**src/rtl/fib_pkg.sv**
```systemverilog
// Shared constants and control encoding for the Fibonacci generator.
// Build option: FIB_SATURATE_EN selects hold-at-max instead of wrap-restart.
package fib_pkg;

  localparam int DEFAULT_WIDTH = 32;
  localparam int FIB_SEED_CUR  = 0;
  localparam int FIB_SEED_NXT  = 1;

  typedef enum logic [1:0] {
    CTRL_HOLD    = 2'd0,
    CTRL_STEP    = 2'd1,
    CTRL_RESTART = 2'd2
  } fib_ctrl_e;

  // Decide what an edge does once reset has been ruled out.
  function automatic fib_ctrl_e fib_ctrl(
    input logic start,
    input logic ovf
  );
    fib_ctrl_e c;
    c = CTRL_HOLD;
    if (start) begin
      if (!ovf) begin
        c = CTRL_STEP;
      end else begin
`ifdef FIB_SATURATE_EN
        c = CTRL_HOLD;
`else
        c = CTRL_RESTART;
`endif
      end
    end
    return c;
  endfunction

endpackage

```
**src/rtl/fib_adder.sv**
```systemverilog
// Unsigned WIDTH-bit adder exposing the carry-out.
// Build option: none (FIB_SATURATE_EN is handled by the control logic).
module fib_adder
  import fib_pkg::*;
#(
  parameter int WIDTH = DEFAULT_WIDTH
) (
  input  logic [WIDTH-1:0] a_i,
  input  logic [WIDTH-1:0] b_i,
  output logic [WIDTH-1:0] sum_o,
  output logic             carry_o
);

  logic [WIDTH:0] full;

  assign full    = {1'b0, a_i} + {1'b0, b_i};
  assign sum_o   = full[WIDTH-1:0];
  assign carry_o = full[WIDTH];

endmodule

```
**src/rtl/fibonacci_series.sv**
```systemverilog
// Free-running Fibonacci term generator with registered output.
// Build option: FIB_SATURATE_EN holds F_max on overflow instead of restarting.
module fibonacci_series
  import fib_pkg::*;
#(
  parameter int WIDTH = DEFAULT_WIDTH
) (
  input  logic             clk,
  input  logic             rst,
  input  logic             start,
  output logic [WIDTH-1:0] fib_out
);

  localparam logic [WIDTH-1:0] SEED_CUR = WIDTH'(FIB_SEED_CUR);
  localparam logic [WIDTH-1:0] SEED_NXT = WIDTH'(FIB_SEED_NXT);

  logic [WIDTH-1:0] cur_q, cur_d;
  logic [WIDTH-1:0] nxt_q, nxt_d;
  logic             ovf_q, ovf_d;

  logic [WIDTH-1:0] sum;
  logic             carry;
  fib_ctrl_e        ctrl;

  fib_adder #(
    .WIDTH   (WIDTH)
  ) u_add (
    .a_i     (cur_q),
    .b_i     (nxt_q),
    .sum_o   (sum),
    .carry_o (carry)
  );

  assign ctrl = fib_ctrl(start, ovf_q);

  always_comb begin
    cur_d = cur_q;
    nxt_d = nxt_q;
    ovf_d = ovf_q;
    unique case (ctrl)
      CTRL_STEP: begin
        cur_d = nxt_q;
        nxt_d = sum;
        ovf_d = carry;
      end
      CTRL_RESTART: begin
        cur_d = SEED_CUR;
        nxt_d = SEED_NXT;
        ovf_d = 1'b0;
      end
      default: ;
    endcase
  end

  always_ff @(posedge clk) begin
    if (rst) begin
      cur_q <= SEED_CUR;
      nxt_q <= SEED_NXT;
      ovf_q <= 1'b0;
    end else begin
      cur_q <= cur_d;
      nxt_q <= nxt_d;
      ovf_q <= ovf_d;
    end
  end

  assign fib_out = cur_q;

endmodule

```
**config.mk**
```make
export PLATFORM = sky130hd
export DESIGN_NAME = fibonacci_series
export DESIGN_NICKNAME = d
export VERILOG_FILES = /design/src/rtl/fib_pkg.sv /design/src/rtl/fib_adder.sv /design/src/rtl/fibonacci_series.sv
export SDC_FILE = /design/constraint.sdc
export NUM_CORES = 1
export LEC_CHECK = 0
export BUFFER_PORTS_ARGS = -buffer_cell sky130_fd_sc_hd__buf_2
export CAP_MARGIN = 40
export CORE_ASPECT_RATIO = 1.4
export CORE_MARGIN = 5
export CORE_UTILIZATION = 40
export DETAILED_ROUTE_END_ITERATION = 8
export GPL_ROUTABILITY_DRIVEN = 0
export GPL_TIMING_DRIVEN = 0
export SYNTH_ARGS = -nofsm -noshare
export SYNTH_HDL_FRONTEND = slang
export SYNTH_SLANG_ARGS = --single-unit
```
**constraint.sdc**
```tcl
create_clock -name clk -period 2.58 [get_ports clk]
set_input_delay 0.129 -clock clk [delete_from_list [all_inputs] [get_ports clk]]
set_output_delay 0.129 -clock clk [all_outputs]
set_load 0.1 [all_outputs]
```
# Word-level counts from Yosys, hierarchy flattened
# Index checks and enable logic that the tools add are counted.
# classes
n_reduce_logical	1
mul	0
order_cmp	0
n_shift	0
div_mod_pow	0
n_bitwise	0
addsub	1
eq_ne	2
mux	5
# ops
operator	count
$pmux 32 s2	2
$add 32x32->33	1
$mux 2	2
$eq 2x1->1 const B	1
$eq 2x2->1 const B	1
$pmux 1 s2	1
$reduce_bool 2->1	1
# word_totals
elab_cells	12
ff_bits	65
inputBits	3
ramBits	0
latch_bits	0
out_inout_bits	32
mem_count	0
rom_bits	0

# Depth between registers and ports, before layout
# Gate-level depths: netlist of the first run.
# logic_depth
depth_word	4
mapped_depth	10
depth_no_buf	10

# By module
# A second synthesis of the first run with hierarchy kept.
# unflattened
cells_unflattened	519
area_unflattened_um2	4371.7
# by_module_without_submodules
mod	instances	area_per_inst_um2	cells_per_inst	seq_area_each_um2
fibonacci_series	1	2711.4	288	1301.2
fib_adder	1	1660.3	231	0.0

# Worst setup path before layout of the first run
# No wires, ideal clock.
# synth_path
path_type	register to register
from	register cur_q[0], in the netlist fib_out[0]
to	register nxt_q[26]
arrival_ns	3.088
required_time_ns	2.493
period_less_slack_ns	3.175
n_path_buf	0
setup_ns	0.087
path_stages_with_launch	11
path_slack_ns	-0.595
path_cell_list	dfxtp_1 -> ha_1 -> inv_1 -> fa_1 -> nand2b_1 -> a21oi_1 -> o21ai_1 -> a211o_1 -> a21o_1 -> and3_1 -> o31ai_1
# synth_via
elab_chain_cells	2
# synth_lines
item	line	rtl
start: declaration	fibonacci_series.sv:17	logic [WIDTH-1:0] cur_q, cur_d;
start signal: assignment	fibonacci_series.sv:61	cur_q <= cur_d;
$add 32x32->33	fib_adder.sv:16	assign full = {1'b0, a_i} + {1'b0, b_i};
$pmux 32 s2	fibonacci_series.sv:40	unique case (ctrl)
end signal: assignment	fibonacci_series.sv:62	nxt_q <= nxt_d;
end: declaration	fibonacci_series.sv:18	logic [WIDTH-1:0] nxt_q, nxt_d;
# Every way passes these cells.
# A chain may end at the register's enable or synchronous reset.

# Worst setup path in the final report of the first run
# layout_path
from	register cur_q[16], in the netlist fib_out[16]
to	register nxt_q[31]
# Same word-level chain as after synthesis.

==> run summary, run 1 <==
status = complete, no violations
CP peak stage delay = 0.40 ns
clock tree buffer depth = 2
sequential fraction of the synthesis area = 0.301
top cells by count, synth = a21oi_1 (76), nand2_1 (70), dfxtp_1 (65)
Slowest cell on crit path = ha_1
share of layout cells above drive strength 1 = 0.197
DP HPWL = 8990 um
setup ws final = 0.103 ns
Switching Fraction = 0.253
All-Layer GR Usage = 0.184
synthesized instance count = 541
Pre-Repair DR Iteration Count = 5
Min-Delay Path Class = in2reg
count of cell types in the netlist = 67
Total Power = 0.00236 W
Post-Synthesis Cell Area = 4320 um2
Yosys top cell by area = dfxtp_1
WP data required = 2.80 ns
largest cells by area after synthesis = dfxtp_1 (30%), ha_1 (9.3%), a21oi_1 (8.8%)
register-to-register setup slack = 0.10 ns
Worst Setup Path Type = reg2reg
Initial Util = 0.404
R2R depth = 8
Arrival @ worst endpoint = 2.70 ns
combinational fraction of design power = 0.080
Final min period = 2.48 ns
pre-CTS WS = -0.137 ns
dominant synthesized flop cell = dfxtp_1
fin nets = 621
largest net degree at the start of global routing = 12
Via density = 5.61
CTS tree = yes
first-pass GRT wire length = 19600 um
I/O pin total = 35
setup-violating endpoint count in the final report = 0
Post-synth EDFFs = 0
DRC = 0
worst hold start = rst
Max Cap Viol = 0
count leader, synth = a21oi_1
worst-case vdd ir drop = 0.279 mV
DIE HEIGHT = 133 um
initial antenna violation count = 0
core area = 10700 um2
dpl cells = 714
CP delay by family, top = compound AO/OA/AOI/OAI gates
setup repair after global routing missed its margin = yes
number of global-route vias before repair = 4130
Die Width = 97.8 um
setup TNS = 0 ns
clk root buf = clkbuf_16
fin cells = 730
DRT Wirelength = 11800 um
Post-synth ARST share = 0
H-tree Lvls = 3
hold depth = 2
Die ar. = 13000 um2
Worst slew margin = 0.536
mean area per synthesized cell = 7.98 um2
Yosys Warn Count = 0
Routed Antenna Nets = 0
worst path buffer plus inverter count = 0
crit-path cells = ha_1 -> a2111oi_2 -> o221ai_1 -> a211oi_1 -> o21ai_1 -> o21ai_2 -> o21ai_0 -> a221o_1
R2R Path End = nxt_q[31]
r2r startpoint = fib_out[16]
Seq cells post-synth = 65
fin. max-slew vios = 0
switching component of the power = 0.000595 W
fillers = 1130
clock share of power = 0.485
Worst Skew = 0.00590 ns
CP Launch Type = flip-flop
fin crit share = 0.960
P_leak = 2.10 nW
diode count = 0
vias = 4098
PwrDens = 468 nW/um2
cell internal pwr = 0.00176 W
clock tree sinks = 65
crit-path max FO = 6
Hold Slack = 0.0535 ns
Std-Cell Rows = 45
FMAX = 0.404 GHz
CTS clk-pin slew, worst paths = 0.06 ns
Sequential Power Share = 0.434
First DRT Iteration DRCs = 180
top cell type's share of synthesized area = 0.301
worst-case hold path end point = nxt_q[29]
Worst Tran Pin Value = 0.695 ns
PortBufs = 32
later-pin clock latency in the skew report = 0.34 ns
endpoints failing hold = 0
grt ovf = 0
syn_nets = 577
CTS buffer count = 9
Syn-to-layout area delta = 16.7%
drt wl/cell = 16.2 um
crit end category = flip-flop
[final cells by class]
class | count | area (um2) | area share
Buffer | 36 | 228 | 0.0452
Clock buffer | 12 | 256 | 0.0509
Timing Repair Buffer | 33 | 168 | 0.0333
Tap cell | 141 | 176 | 0.0350
Clock inverter | 3 | 16.3 | 0.00323
Inverter | 11 | 41.3 | 0.00819
Sequential cell | 65 | 1350 | 0.268
Multi-Input combinational cell | 429 | 2810 | 0.557
[sequential cells by signal (all words and copies together) (netlist names)]
| register | flops |
|---|---|
| ovf_q | 1 |
| nxt_q | 32 |
| fib_out | 32 |
[worst max path at each step]
stage,startpoint,end,slack [ns],cells past startpoint
after floorplan,fib_out[0],nxt_q[26],-0.02,10
after global placement,nxt_q[0],nxt_q[30],-0.09,10
after detailed placement,nxt_q[0],nxt_q[26],-0.14,10
after CTS,nxt_q[0],nxt_q[26],0.02,10
after global routing,fib_out[7],nxt_q[22],-0.05,8
final,fib_out[16],nxt_q[31],0.10,8
[per-layer routing]
layer / up-vias / part of all wire / global-route usage
met1: 1905 / 0.42 / 0.212
met2: 98 / 0.50 / 0.324
li1: 2061 / - / -
met3: 34 / 0.037 / 0.0306
met5: - / 0 / 0
met4: 0 / 0.039 / 0.0955
[layout by cell type (no fill, tap or decap), types with 4 or more instances in the layout]
cell type,n
nand2b_1,4
xnor2_1,7
a21o_1,18
o22ai_1,4
xor2_1,12
dfxtp_1,39
o21ai_0,32
nor2_1,31
dfxtp_2,20
nor3_1,5
clkbuf_8,8
nand3_1,12
a21oi_1,73
clkbuf_16,9
o21a_1,5
nand2_1,70
or3_1,4
nand3b_1,32
clkbuf_1,22
a22oi_1,6
inv_1,11
buf_2,34
dfxtp_4,6
ha_1,31
nand4_1,10
[power groups by stage]
stage	clock, W	sequential [W]	combinational, W
2_1_floorplan	0	0.00107	0.000112
3_3_place_gp	0	0.00105	0.000186
3_5_place_dp	0	0.00105	0.000188
4_1_cts	0.00118	0.00102	0.000190
5_1_grt	0.00122	0.00103	0.000207
6_report	0.00114	0.00102	0.000189
[stage by stage]
step / area (um2) / util
finish: 5040 / 0.471
global route: 5040 / 0.471
CTS: 5000 / 0.467
detailed placement: 4700 / 0.440
global placement: 4700 / 0.440
floorplan: 4370 / -
[logic make-up after synthesis]
logic type               after synthesis  synth area share
multiplexers                           1           0.00232
AO/OA/AOI/OAI                        185             0.268
adder cells (fa/ha/maj)               33            0.0974
AND/OR/NAND/NOR                      191             0.230
buffers and inverters                 47            0.0623
flip-flops                            65             0.301
XOR/XNOR                              19            0.0385
[repair_timing]
action / 4_1_cts / 5_1_grt
hold buffers: 0 / 0
pin swaps: 2 / 5
endpoints found under the setup margin: 6 / 12
setup buffers: 1 / 0
gates resized for setup: 3 / 12
Note: power is estimated with default switching activity, not from simulation.
==> run 2: changes to the inputs <==
RECOVER_POWER = 50   (was unset)
==> run 2 against run 1 <==
  * Critical path depth unchanged
  * Routed wire length increased by 0.52%
  * Combinational power hardly changed
  * Clock skew decreased by 0.00088 ns
  * Worst hold slack got worse by 0.0037 ns
  * Sequential power hardly changed
  * Power rose by 0.14%
  * Critical path type unchanged
==> run summary, run 2 (synthesized netlist as in run 1, its figures left out) <==
WP data required = 2.81 ns (about the same)
crit-path max FO = 6 (unchanged)
vias = 4107 (+0.22%)
largest net degree at the start of global routing = 12 (unchanged)
Via density = 5.63 (+0.22%)
Final min period = 2.48 ns (+0.00590 ns)
Worst Tran Pin Value = 1.18 ns (+0.480 ns)
fin cells = 730 (unchanged)
met3 WL = 428 um (-1.6%)
Routed Antenna Nets = 0 (unchanged)
setup repair after global routing missed its margin = yes
worst-case vdd ir drop = 0.284 mV (+1.7%)
FMAX = 0.403 GHz (-0.24%)
All-Layer GR Usage = 0.184 (unchanged)
grt ovf = 0 (unchanged)
Pre-Repair DR Iteration Count = 4 (-1)
Die ar. = 13000 um2 (unchanged)
DRC = 0 (unchanged)
Hold Slack = 0.0497 ns (-0.00374 ns)
DP HPWL = 8990 um (unchanged)
number of global-route vias before repair = 4130 (unchanged)
CTS buffer count = 9 (unchanged)
clock tree sinks = 65 (unchanged)
setup-violating endpoint count in the final report = 0 (unchanged)
most common cell after layout, fill and taps aside = a21oi_1
PwrDens = 472 nW/um2 (+0.97%)
fin. max-slew vios = 0 (unchanged)
drt wl/cell = 16.3 um (+0.52%)
Min-Delay Path Class = in2reg
WL met2 = 5900 um (about the same)
CP Launch Type = flip-flop
Arrival @ worst endpoint = 2.71 ns (about the same)
Die Width = 97.8 um (unchanged)
final instance area = 5000 um2 (-0.82%)
later-pin clock latency in the skew report = 0.34 ns (about the same)
most used cells in the layout excluding fill and tap cells = a21oi_1 (73), nand2_1 (70), clkbuf_1 (53)
H-tree Lvls = 3 (unchanged)
core area = 10700 um2 (unchanged)
register-to-register setup slack = 0.1 ns (about the same)
clk root buf = clkbuf_16
placed inst area = 4700 um2 (unchanged)
initial antenna violation count = 0 (unchanged)
Worst Skew = 0.00502 ns (-0.000879 ns)
clock tree buffer depth = 2 (unchanged)
Syn-to-layout area delta = 15.8%
setup ws final = 0.0972 ns (-0.00590 ns)
fin nets = 621 (unchanged)
Initial Util = 0.404 (unchanged)
Worst slew margin = 0.220 (-0.316)
DRT Wirelength = 11900 um (+0.52%)
CTS clk-pin slew, worst paths = 0.06 ns (about the same)
Worst Setup Path Type = reg2reg
PortBufs = 32 (unchanged)
crit end category = flip-flop
share of layout cells above drive strength 1 = 0.143 (-0.0543)
Hold Buf Count CTS = 0 (unchanged)
P_leak = 1.96 nW (-6.4%)
DIE HEIGHT = 133 um (unchanged)
pre-CTS WS = -0.137 ns (unchanged)
status = complete, no violations
Max Cap Viol = 0 (unchanged)
first-pass GRT wire length = 19600 um (unchanged)
First DRT Iteration DRCs = 169 (-6.1%)
I/O pin total = 35 (unchanged)
endpoints failing hold = 0 (unchanged)
fin crit share = 0.962 (+0.00229)
dpl cells = 714 (unchanged)
top routing layer used = met4
Std-Cell Rows = 45 (unchanged)
diode count = 0 (unchanged)
CTS tree = yes
WL met1 = 5070 um (+1.2%)
[run 2: cell types whose count changed in the layout (fill, tap and decap cells not counted)]
cell	before	now
buf_2	34	3
clkbuf_1	22	53
ha_1	31	32
ha_2	1	0
[run 2: layout make-up]
type,instances,area (um2)
plain buffers,36,228
well taps,141,176
fillers,1135,5700
clock inverters,3,16.3
multi-input cells,429,2800
inverters,11,41.3
flip-flops and latches,65,1350
clock buffers,12,256
repair buffers,33,129
[run 2: worst max-delay path, cell delays in order, from the launching register on]
cell and delay, ns:
dfxtp_4 0.35, ha_1 0.40, a2111oi_2 0.32, o221ai_1 0.20
a211oi_1 0.26, o21ai_1 0.14, o21ai_2 0.24, o21ai_0 0.13
a221o_1 0.32
[run 2: power breakdown]
| group | leakage (nW) | switching, W | internal (W) |
|---|---|---|---|
| clock network | 0.139 | 0.000455 | 0.000694 |
| logic | 1.29 | 0.000134 | 0.0000535 |
| registers | 0.538 | 0.0000118 | 0.00101 |
[run 2: final timing paths]
kind,startpoint,endpoint,cells past startpoint
min,rst,nxt_q[29],2
max reg2reg,fib_out[16],nxt_q[31],8
min reg2reg,fib_out[18],fib_out[18],2
max,fib_out[16],nxt_q[31],8
[run 2: through the flow]
stage	util	power [W]	TNS [ns]
final	0.467	0.00236	0
after global routing	0.467	0.00245	-0.124
after CTS	0.467	0.00239	0
after detailed placement	0.440	0.00123	-0.342
after global placement	0.440	0.00123	-0.183
after floorplan	-	0.00118	-0.0165
[run 2: per-layer routing]
metal,GRT usage,vias up
li1,-,2061
met1,0.212,1917
met2,0.324,96
met3,0.0306,33
met4,0.0955,0
met5,0,-
[run 2: timing repair]
| action | 4_1_cts | 5_1_grt |
|---|---|---|
| endpoints found under the setup margin | 6 | 12 |
| setup buffers | 1 | 0 |
| resized for setup | 3 | 12 |
| pin swaps | 2 | 5 |
==> run 3: changes to the inputs <==
BUFFER_PORTS_ARGS = unset   (was -buffer_cell sky130_fd_sc_hd__buf_2)
DONT_BUFFER_PORTS = 1   (was unset)
MAX_ROUTING_LAYER = met4   (was unset)
==> run 3 against run 2 <==
  * First-iteration DRC count is 22% higher
  * Setup slack worse by 0.090 ns
  * Sequential power hardly changed
  * Power is 4.2% higher
  * Die area stayed put
  * Worst hold slack better by 0.0050 ns
  * Highest routed layer unchanged
==> run summary, run 3 (synthesized netlist as in run 1, its figures left out) <==
fin nets = 598 (-3.7%)
clk root buf = clkbuf_16
drt wl/cell = 17.3 um (+6.4%)
Die Width = 97.8 um (unchanged)
PortBufs = 0 (-100%)
share of layout cells above drive strength 1 = 0.198 (+0.0549)
All-Layer GR Usage = 0.192 (+0.00802)
initial antenna violation count = 0 (unchanged)
first-pass GRT wire length = 19900 um (+1.2%)
R2R Path End = nxt_q[28]
CTS tree = yes
vias = 4053 (-1.3%)
core area = 10700 um2 (unchanged)
Worst Skew = 0.00671 ns (+0.00169 ns)
CTS buffer count = 9 (unchanged)
number of global-route vias before repair = 4037 (-2.3%)
CTS clk-pin slew, worst paths = 0.06 ns (about the same)
Final min period = 2.57 ns (+0.0905 ns)
Via density = 5.72 (+1.8%)
setup repair after global routing missed its margin = yes
status = complete, no violations
Die ar. = 13000 um2 (unchanged)
most common cell after layout, fill and taps aside = nand2_1
PwrDens = 470 nW/um2 (-0.47%)
Max Cap Viol = 0 (unchanged)
most used cells in the layout excluding fill and tap cells = nand2_1 (69), a21oi_1 (68), dfxtp_1 (40)
Syn-to-layout area delta = 21.2%
P_leak = 1.95 nW (-0.65%)
dpl cells = 689 (-3.5%)
fin crit share = 0.997 (+0.0351)
I/O pin total = 35 (unchanged)
Worst Tran Pin Value = 1.17 ns (-0.00104 ns)
grt ovf = 0 (unchanged)
WP data required = 2.85 ns (+0.04 ns)
CP Launch Type = flip-flop
diode count = 0 (unchanged)
clock tree buffer depth = 2 (unchanged)
Std-Cell Rows = 45 (unchanged)
Arrival @ worst endpoint = 2.84 ns (+0.13 ns)
CP Launch Point = fib_out[0]
r2r startpoint = fib_out[0]
Setup crit end = nxt_q[28]
Routed Antenna Nets = 0 (unchanged)
Hold Slack = 0.0548 ns (+0.00504 ns)
Initial Util = 0.404 (unchanged)
Worst Setup Path Type = reg2reg
fin. max-slew vios = 0 (unchanged)
crit end category = flip-flop
fin cells = 708 (-3.0%)
register-to-register setup slack = 0.007 ns (-0.09 ns)
worst-case vdd ir drop = 0.292 mV (+3.1%)
setup TNS = 0 ns (unchanged)
R2R depth = 10 (+2)
DRT Wirelength = 12300 um (+3.2%)
Worst slew margin = 0.221 (+0.000691)
setup-violating endpoint count in the final report = 0 (unchanged)
H-tree Lvls = 3 (unchanged)
DIE HEIGHT = 133 um (unchanged)
clock tree sinks = 65 (unchanged)
register area = 1390 um2 (+3.2%)
crit-path max FO = 5 (-1)
fillers = 1030 (-9.3%)
DP HPWL = 8890 um (-1.1%)
largest net degree at the start of global routing = 12 (unchanged)
FMAX = 0.389 GHz (-3.5%)
endpoints failing hold = 0 (unchanged)
DRC = 0 (unchanged)
Pre-Repair DR Iteration Count = 5 (+1)
First DRT Iteration DRCs = 206 (+22%)
Min-Delay Path Class = in2reg
Multi-input gate area = 3040 um2 (+8.3%)
later-pin clock latency in the skew report = 0.33 ns (about the same)
## run 3: final cells by class
| cell class | count | share of cell area |
|---|---|---|
| Multi-Input combinational cell | 429 | 0.580 |
| Sequential cell | 65 | 0.266 |
| Clock buffer | 12 | 0.0492 |
| Buffer | 33 | 0.0404 |
| Tap cell | 141 | 0.0337 |
| Timing Repair Buffer | 13 | 0.0136 |
| Clock inverter | 4 | 0.00932 |
| Inverter | 11 | 0.00789 |
## run 3: worst min path at each step
stage / start / endpoint / slack (ns) / cells past startpoint
floorplan: rst / nxt_q[29] / 0.36 / 2
global placement: rst / nxt_q[29] / 0.39 / 2
detailed placement: rst / nxt_q[29] / 0.40 / 2
CTS: rst / nxt_q[29] / 0.05 / 2
global route: rst / nxt_q[29] / 0.06 / 2
finish: rst / nxt_q[29] / 0.05 / 2
## run 3: power by group
group          total [W]  internal, W  switching (W)
sequential       0.00103     0.000994      0.0000347
clock            0.00126     0.000806       0.000451
combinational   0.000175    0.0000574       0.000118
## run 3: stage by stage
step / power, W / instance area (um2) / util / setup slack [ns]
CTS: 0.00250 / 5130 / 0.479 / 0.000697
detailed placement: 0.00124 / 4660 / 0.436 / -0.346
floorplan: 0.00118 / 4370 / - / -0.0165
finish: 0.00246 / 5240 / 0.489 / 0.00673
global route: 0.00257 / 5240 / 0.489 / -0.0619
global placement: 0.00123 / 4540 / 0.425 / -0.342
## run 3: layer usage
metal / share of wire / global-route usage / vias up
li1: - / - / 2015
met1: 0.41 / 0.212 / 1899
met2: 0.52 / 0.340 / 111
met3: 0.042 / 0.0374 / 28
met4: 0.026 / 0.0724 / 0
met5: 0 / - / -
## run 3: what timing repair did
| item | in CTS | in global routing |
|---|---|---|
| setup endpoints to repair | 17 | 17 |
| hold buffers | 0 | 0 |
| gates resized for setup | 32 | 40 |
| setup buffers | 4 | 3 |
| pin swaps | 6 | 16 |
## run 3: critical path, cell delays in order, from the launching register on
cell and delay [ns]:
dfxtp_4 0.55, ha_4 0.20, inv_2 0.04, fa_2 0.34
nand2b_4 0.16, a21oi_4 0.16, o21ai_2 0.11, a211o_4 0.38
a21bo_2 0.25, nor4_1 0.16, nand3b_1 0.16
